[src/rtl/systolic_pkg.sv]
// Shared state encoding and sizing helpers for the systolic operand feeder.
package systolic_pkg;

   localparam int ARR_SIZE_DEF      = 4;
   localparam int HORIZONTAL_BW_DEF = 16;

   typedef enum logic [1:0] {
      ST_IDLE   = 2'd0,
      ST_STREAM = 2'd1,
      ST_DRAIN  = 2'd2,
      ST_DONE   = 2'd3
   } feed_state_t;

   // One counter serves both phases: it must reach 2N-2 while streaming and DRAIN_CYCLES-1 while draining.
   function automatic int cnt_width(input int arr_size, input int drain_cycles);
      int span;
      span = 2 * arr_size - 1;
      if (drain_cycles > span) span = drain_cycles;
      return (span < 2) ? 1 : $clog2(span);
   endfunction

endpackage

[src/rtl/skew_lane_sel.sv]
// Picks element (cnt - LANE) of an N-element vector, or 0 outside the lane's diagonal window.
// Purely combinational; no handshake.
module skew_lane_sel
   import systolic_pkg::*;
#(
   parameter int ARR_SIZE = ARR_SIZE_DEF,
   parameter int BW       = HORIZONTAL_BW_DEF,
   parameter int CNT_W    = 3,
   parameter int LANE     = 0
) (
   input  logic [CNT_W-1:0]       cnt,
   input  logic [BW*ARR_SIZE-1:0] vec,
   output logic [BW-1:0]          elem
);

   always_comb begin
      elem = '0;
      for (int k = 0; k < ARR_SIZE; k++) begin
         if (int'(cnt) == k + LANE) elem = vec[k*BW +: BW];
      end
   end

endmodule

[src/rtl/systolic_feeder.sv]
// Buffers operand matrices A (rows) and B (columns) and streams them diagonally skewed into the MAC array.
// First lane data one cycle after start; start and writes are dropped while busy, there is no backpressure.
module systolic_feeder
   import systolic_pkg::*;
#(
   parameter int ARR_SIZE      = ARR_SIZE_DEF,
   parameter int HORIZONTAL_BW = HORIZONTAL_BW_DEF,
   parameter int DRAIN_CYCLES  = 8,
   parameter int IDX_W         = $clog2(ARR_SIZE)
) (
   input  logic                              clk,
   input  logic                              rst,
   input  logic                              wr_en,
   input  logic                              wr_sel,
   input  logic [IDX_W-1:0]                  wr_idx,
   input  logic [HORIZONTAL_BW*ARR_SIZE-1:0] wr_data,
   input  logic                              start,
   output logic [HORIZONTAL_BW*ARR_SIZE-1:0] horizontal_input,
   output logic [HORIZONTAL_BW*ARR_SIZE-1:0] vertical_input,
   output logic                              feed_valid,
   output logic                              busy,
   output logic                              done
);

   localparam int LANE_W = HORIZONTAL_BW * ARR_SIZE;
   localparam int CNT_W  = cnt_width(ARR_SIZE, DRAIN_CYCLES);
   localparam logic [CNT_W-1:0] STREAM_LAST = CNT_W'(2 * ARR_SIZE - 2);
   localparam logic [CNT_W-1:0] DRAIN_LAST  = CNT_W'((DRAIN_CYCLES > 0) ? DRAIN_CYCLES - 1 : 0);

   feed_state_t                     state;
   feed_state_t                     state_nxt;
   logic [CNT_W-1:0]                cnt;
   logic [CNT_W-1:0]                cnt_nxt;
   logic [ARR_SIZE-1:0][LANE_W-1:0] a_rows;
   logic [ARR_SIZE-1:0][LANE_W-1:0] a_rows_nxt;
   logic [ARR_SIZE-1:0][LANE_W-1:0] b_cols;
   logic [ARR_SIZE-1:0][LANE_W-1:0] b_cols_nxt;
   logic [LANE_W-1:0]               h_sel;
   logic [LANE_W-1:0]               v_sel;
   logic                            wr_ok;

   assign wr_ok = wr_en && (state == ST_IDLE) && (int'(wr_idx) < ARR_SIZE);

   // Lane selectors see the post-write buffers so a write issued together with start is streamed.
   always_comb begin
      a_rows_nxt = a_rows;
      b_cols_nxt = b_cols;
      if (wr_ok) begin
         if (wr_sel) b_cols_nxt[wr_idx] = wr_data;
         else        a_rows_nxt[wr_idx] = wr_data;
      end
   end

   always_comb begin
      state_nxt = state;
      cnt_nxt   = cnt;
      case (state)
         ST_IDLE: begin
            if (start) begin
               state_nxt = ST_STREAM;
               cnt_nxt   = '0;
            end
         end
         ST_STREAM: begin
            if (cnt == STREAM_LAST) begin
               state_nxt = (DRAIN_CYCLES == 0) ? ST_DONE : ST_DRAIN;
               cnt_nxt   = '0;
            end else begin
               cnt_nxt = cnt + CNT_W'(1);
            end
         end
         ST_DRAIN: begin
            if (cnt == DRAIN_LAST) begin
               state_nxt = ST_DONE;
               cnt_nxt   = '0;
            end else begin
               cnt_nxt = cnt + CNT_W'(1);
            end
         end
         ST_DONE: begin
            state_nxt = ST_IDLE;
            cnt_nxt   = '0;
         end
         default: begin
            state_nxt = ST_IDLE;
            cnt_nxt   = '0;
         end
      endcase
   end

   for (genvar i = 0; i < ARR_SIZE; i++) begin : g_lane
      skew_lane_sel #(
         .ARR_SIZE (ARR_SIZE),
         .BW       (HORIZONTAL_BW),
         .CNT_W    (CNT_W),
         .LANE     (i)
      ) u_h_sel (
         .cnt  (cnt_nxt),
         .vec  (a_rows_nxt[i]),
         .elem (h_sel[i*HORIZONTAL_BW +: HORIZONTAL_BW])
      );

      skew_lane_sel #(
         .ARR_SIZE (ARR_SIZE),
         .BW       (HORIZONTAL_BW),
         .CNT_W    (CNT_W),
         .LANE     (i)
      ) u_v_sel (
         .cnt  (cnt_nxt),
         .vec  (b_cols_nxt[i]),
         .elem (v_sel[i*HORIZONTAL_BW +: HORIZONTAL_BW])
      );
   end

   // Outputs are registered from the next state so they line up with the state they describe.
   always_ff @(posedge clk or negedge rst) begin
      if (!rst) begin
         state            <= ST_IDLE;
         cnt              <= '0;
         a_rows           <= '0;
         b_cols           <= '0;
         horizontal_input <= '0;
         vertical_input   <= '0;
         feed_valid       <= 1'b0;
         busy             <= 1'b0;
         done             <= 1'b0;
      end else begin
         state            <= state_nxt;
         cnt              <= cnt_nxt;
         a_rows           <= a_rows_nxt;
         b_cols           <= b_cols_nxt;
         horizontal_input <= (state_nxt == ST_STREAM) ? h_sel : '0;
         vertical_input   <= (state_nxt == ST_STREAM) ? v_sel : '0;
         feed_valid       <= (state_nxt == ST_STREAM);
         busy             <= (state_nxt != ST_IDLE);
         done             <= (state_nxt == ST_DONE);
      end
   end

endmodule

[config.mk]
export PLATFORM = sky130hd
export DESIGN_NAME = systolic_feeder
export DESIGN_NICKNAME = d
export VERILOG_FILES = /design/src/rtl/systolic_pkg.sv /design/src/rtl/skew_lane_sel.sv /design/src/rtl/systolic_feeder.sv
export SDC_FILE = /design/constraint.sdc
export NUM_CORES = 1
export LEC_CHECK = 0
export ABC_AREA = 1
export CAP_MARGIN = 10
export CORE_ASPECT_RATIO = 0.5
export CORE_MARGIN = 1
export CORE_UTILIZATION = 50
export CTS_CLUSTER_SIZE = 8
export DETAILED_ROUTE_END_ITERATION = 12
export PLACE_DENSITY_LB_ADDON = 0.25
export REMOVE_ABC_BUFFERS = 1
export SETUP_SLACK_MARGIN = 0.05
export SYNTH_ARGS = -nofsm -noshare
export SYNTH_HDL_FRONTEND = slang
export SYNTH_HIERARCHICAL = 1
export SYNTH_SLANG_ARGS = --single-unit
[constraint.sdc]
create_clock -name clk -period 3.4 [get_ports clk]
set_clock_uncertainty 0.15 [all_clocks]
set_input_delay 0.68 -clock clk [delete_from_list [all_inputs] [get_ports clk]]
set_output_delay 0.68 -clock clk [all_outputs]
set_load 0.005 [all_outputs]
==> results.tsv <==
metric	value	unit
die_h	176	um
layout_min_cycle_time	2800	ps
crit_slowest_cell	nor2_4	
critical_path.top_delay_family	simple AND/OR/NAND/NOR gates	
nNetsFinal	3735	
startpoint	cnt[0]	
ff_latch_area	16200	um^2
synthArstFlopShare	100	%
stdcell_count	4484	
globalplace.congestion	0.895	
fp-row-count	63	
dp_slack	228	ps
dpl.hpwl	60800	um
synth_area_per_cell	8.60	um^2
crit_type	reg2reg	
rsz0062_at_grt	false	
grt_first_pass_wirelength	155000	um
start_util	50.7	%
clk_latency	630	ps
synth_top_cell_by_area	dfrtp_1	
route.detailed.drc	0	
finalSetupTns	0	ps
num_io_pins	202	
synthFlopType	dfrtp_1	
timing.rr.end	horizontal_input[11]	
ant_nets	0	
synth_edf_count	0	
fmax	0.357	GHz
hold_viol	0	
crit_path_start_kind	flop	
slowest_delay	460	ps
areaGrowthSynthToFinish	16.1	%
maxCapViolCount	0	
fp.dieArea	61300	um^2
h-tree-depth	3	
numCtsBuffers	90	
wirelength	103000	um
r2r_cells	13	
cts-root-buf	clkbuf_16	
p_total	33.8	mW
ir_worst_vdd	0.481	mV
netlist_area	30100	um^2
cp_data_arrival_time	3200	ps
die_w	349	um
outcome	finished, final reports clean	
p_per_area	966	nW/um^2
worstPathCellList	inv_1 -> ha_1 -> nand2_1 -> nand2_1 -> nand2_1 -> nand2_1 -> nand2_4 -> buf_4 -> nor2_4 -> nand3_1 -> nand4_1 -> inv_1 -> nor2_1	
final_layout_size_suffix_gt1_share	9.36	%
antenna_found_initial	10	
setup_viol	0	
grt_pass1_vias	25500	
core_area	59400	um^2
cts.path.max_buffers	3	
r2r_start	cnt[0]	
viasPerCell	5.88	
portBuffers	201	
dr.pass1.iters	9	
setup_slack	598	ps
crit_fanout	24	
synth_warnings	6	
critPathCapture	horizontal_input[11]	
syn_inst	3501	
yosysTopAreaCellShare	53.9	%
fillerInstances	5111	
yosysMostFrequentCell	nand2_1	
fin_crit_sh	82.4	%
yosysSeqAreaShare	53.9	%
slew_violations	0	
multi_input_area	10800	um^2
cp_data_required_time	3800	ps
wl_per_cell	23.0	um
dp.cells	4380	
cp-end-kind	flop	
overflow	0	
cts.sinks	648	
netlist_top_cells_area	dfrtp_1 54%, nand2_1 19%, nand4_1 9.9%	
crit_buf_inv	3	
cts_resized	0	
drt_iter0_drc	3603	
crit_cells	13	
grt_usage	33.9	%
vias	26300	
synth_seq_cells	648	
rrSetupSlack	600	ps
relSlewSlack	33.0	%
hold_class	reg2reg	
cpMostUsedCell	nand2_1	
grt_max_degree	86	
synthTopCellsByCount	1554 x nand2_1, 648 x dfrtp_1, 478 x nand4_1, 161 x nand3_1, 144 x inv_1	
worst_pin_slew	1000	ps
p_leak	17.5	nW
cts_tree	built	
path_clk_slew	50	ps
synth_cell_types	23	
-- layer usage --
| layer | global-route usage (%) | vias up | share of wire, % |
|---|---|---|---|
| li1 | - | 11700 | - |
| met1 | 43.1 | 12800 | 38 |
| met2 | 50.2 | 1523 | 44 |
| met3 | 11.3 | 352 | 12 |
| met4 | 20.8 | 2 | 6.3 |
| met5 | 0.942 | - | 0.074 |
-- kinds of logic after synthesis --
| kind of cell | synth area share, % |
|---|---|
| flip-flops | 53.9 |
| adder cells (fa/ha/maj) | 0.125 |
| buffers and inverters | 10.4 |
| AND/OR/NAND/NOR | 35.5 |
| AO/OA/AOI/OAI | 0.0914 |
-- layout make-up --
class / instances / share of cell area [%]
multi-input cells: 2368 / 30.9
flip-flops and latches: 648 / 46.4
diodes: 6 / 0.0430
clock buffers: 92 / 6.59
repair buffers: 383 / 11.2
well taps: 812 / 2.91
clock inverters: 5 / 0.190
inverters: 170 / 1.85
-- registers in the layout, indices dropped and copies added, names as in the netlist --
signal,flops
a_rows,256
b_cols,256
horizontal_input,64
vertical_input,64
cnt,3
state,2
busy,1
done,1
feed_valid,1
-- worst reg2reg max path, cell delays in order (launching register included) --
cell,delay [ps]
dfrtp_1,390
inv_1,90
ha_1,140
nand2_1,110
nand2_1,130
nand2_1,60
nand2_1,100
nand2_4,290
buf_4,360
nor2_4,460
nand3_1,160
nand4_1,150
inv_1,50
nor2_1,100
-- power breakdown --
part	total (mW)	internal (mW)	switching [mW]
Sequential	11.9	10.9	0.933
Combinational	14.0	4.50	9.47
Clock	7.92	4.73	3.19
-- repair_timing --
action | in CTS | in global routing
setup buffers | 0 | 0
hold endpoints to repair | 49 | 0
hold buffers | 1 | 0
-- worst min path at each step --
| stage | cells after the start | startpoint | slack, ps | to |
|---|---|---|---|---|
| final | 2 | b_cols[94] | 320 | b_cols[94] |
| after global routing | 2 | a_rows[219] | 340 | a_rows[219] |
| after CTS | 2 | b_cols[94] | 320 | b_cols[94] |
| after detailed placement | 2 | a_rows[84] | 310 | a_rows[84] |
| after global placement | 2 | a_rows[87] | 310 | a_rows[87] |
| after floorplan | 0 | rst | 230 | a_rows[0] |
-- through the flow --
step	utilization, %	instance area, um^2	hold WS [ps]
global route	58.9	34900	336
CTS	58.9	34900	324
finish	58.9	35000	323
global placement	54.9	32600	308
floorplan	-	27600	234
detailed placement	54.9	32600	311
-- placed cells by master (no fill, tap or decap), types with 3 or more instances in the layout --
master | netlist | routed
buf_4 | 89 | 140
ha_1 | 3 | 3
clkdlybuf4s50_1 | 0 | 200
inv_2 | 23 | 23
diode_2 | 0 | 6
nor2_1 | 134 | 134
nand2_4 | 0 | 3
nand4_1 | 478 | 478
nor2_4 | 9 | 9
inv_1 | 144 | 144
clkbuf_16 | 0 | 92
nand4_4 | 8 | 8
inv_4 | 3 | 3
clkinv_8 | 0 | 3
nand3_1 | 161 | 161
dfrtp_1 | 648 | 648
nor2_8 | 12 | 12
buf_12 | 0 | 41
nand2_1 | 1554 | 1551
No activity file was read; power rests on OpenSTA's default activity.
==> patch: new RTL, config.mk and constraints unchanged <==
Set the package constant `ARR_SIZE_DEF` to 2 (it was 4).
--- a/src/rtl/systolic_pkg.sv
+++ b/src/rtl/systolic_pkg.sv
@@ -1,7 +1,7 @@
 // Shared state encoding and sizing helpers for the systolic operand feeder.
 package systolic_pkg;
 
-   localparam int ARR_SIZE_DEF      = 4;
+   localparam int ARR_SIZE_DEF      = 2;
    localparam int HORIZONTAL_BW_DEF = 16;
 
    typedef enum logic [1:0] {
Interface: changed (resized horizontal_input, vertical_input, wr_data and wr_idx); port bits go from 202 to 105. The function was not compared with the original's and may differ.
==> patch against the unedited design <==
- final cell count fell by 72%
- total power shrank 70%
- die area fell by 71%
- core utilization is 2.7 points higher
- worst setup slack improved by 0.17 ns
- area after synthesis shrank 72%
- combinational power fell by 69%
- routed wire length shrank 80%
- design area is 71% lower
- sequential cell count decreased by 448
- global-route usage fell by 8.8 points
==> patch: results (changes against the unedited design) <==
* Flop pwr share at 0.366 (+0.014)
* Static Leakage at 5.02 nW (-71%)
* Status: complete, no violations
* Clk. pwr at 0.00203 W (-74%)
* Sequential-to-total area share from yosys stat at 0.584 (+0.0452)
* Post-synth top cells: nand2_1 (207), dfrtp_1 (200), o21ai_0 (131)
* Async set-or-reset flop fraction in the synthesized netlist at 1.00 (unchanged)
* Biggest regs: a_rows (64), b_cols (64)
* Min-delay worst type: in2async
* Clk pin slew, worst setup/hold paths at 0.08 ns (+0.03 ns)
* Via density at 5.47 (-7.0%)
* Most used DFF post-synth: dfrtp_1
* Max FO, Critical Path at 20 (-17%)
* Share of cells above drive strength 1 at 0.0668 (-0.0268)
* Ant. Diodes at 0 (-6)
* Clk_lat worst skew at 0.43 ns (-0.20 ns)
* # fillers at 1404 (-73%)
* Longest Clk Path Bufs at 2 (-1)
* All-Layer GR Usage at 0.251 (-0.0884)
* Post-DP HPWL at 12600 microns (-79%)
* Htree depth at 4 (+1)
* CTS buffer count at 17 (-81%)
* Largest net degree at the start of global routing at 98 (+14%)
* First-pass GRT wire length at 34500 microns (-78%)
* Post-CTS setup buffers at 0 (unchanged)
* IO Port Bufs at 104 (-48%)
* Ranking of synthesized cells by area: dfrtp_1 (58%), nand2_1 (9.1%), o21ai_0 (7.6%), nand4_1 (7.0%), inv_1 (4.8%)
* Internal power at 0.00594 W (-71%)
* Final WL at 20900 microns (-80%)
* Peak supply drop at 487 uV (+1.2%)
* Maxcap violations at 0 (unchanged)
* Final Wtd Congestion at 0.771 (-14%)
* Synth warnings at 6 (unchanged)
* Arr. time, crit path at 2.85 ns (-0.35 ns)
* Layout net count at 1046 (-72%)
* Clock share of power at 0.201 (-0.033)
* Drt pass-1 iters at 5 (-4)
* Count of cell types in the netlist at 20 (-13%)
* Initial antenna violation count at 0 (-10)
* Place WS at 0.571 ns (+0.344 ns)
* DR iter-0 viols at 711 (-80%)
* Number of global-route vias before repair at 6720 (-74%)
* Worst relative slew slack at 0.475 (+0.145)
[patch: path summary, 6_finish.rpt]
path | startpoint | to | slack [ns] | depth (start not counted)
max in group asynchronous | rst | b_cols[23] | 2.10 | 2
worst min register to register | a_rows[18] | a_rows[18] | 0.35 | 2
worst max-delay path | cnt[0] | vertical_input[19] | 0.76 | 10
min in group clk | a_rows[18] | a_rows[18] | 0.35 | 2
worst max register to register | cnt[0] | vertical_input[19] | 0.76 | 10
worst min-delay path | rst | vertical_input[5] | 0.18 | 1
[patch: per-layer routing]
layer  GRT usage  wire (microns)  vias up
li1            -               -     3167
met2       0.409            9910      251
met4      0.0977             377        0
met1       0.347            9520     3345
met3      0.0334            1140       42
met5           0               0        -
[patch: metrics by stage]
stage                     hold WS (ns)  cell area [sq um]   util  std cells
after floorplan                  0.234               8080      -        863
after global placement           0.325               9620  0.581       1213
after detailed placement         0.332               9620  0.581       1213
after CTS                        0.214              10200  0.616       1245
after global routing             0.248              10200  0.616       1245
final                            0.178              10200  0.616       1245
[patch: cell type report]
type | instances | area share
inverters | 117 | 0.0460
clock buffers | 18 | 0.0421
multi-input cells | 546 | 0.256
flip-flops and latches | 200 | 0.491
well taps | 227 | 0.0279
repair buffers | 123 | 0.123
clock inverters | 14 | 0.0150
[patch: critical path: stages (launching register included)]
cell and delay (ns):
dfrtp_1 0.41, ha_1 0.21, ha_1 0.21, o21ai_0 0.23, nand2_1 0.09, nand2_2 0.46
buf_4 0.36, nand4_1 0.12, nand2_1 0.15, inv_1 0.05, nor2_1 0.10
[patch: cell families (layout without fill, tap and decap cells)]
family          after synthesis  after routing  synth area share
simple gates                411            411             0.222
flops                       200            200             0.584
compound gates              132            132            0.0774
buf+inv                     180            272             0.113
fa+ha+maj                     3              3           0.00438
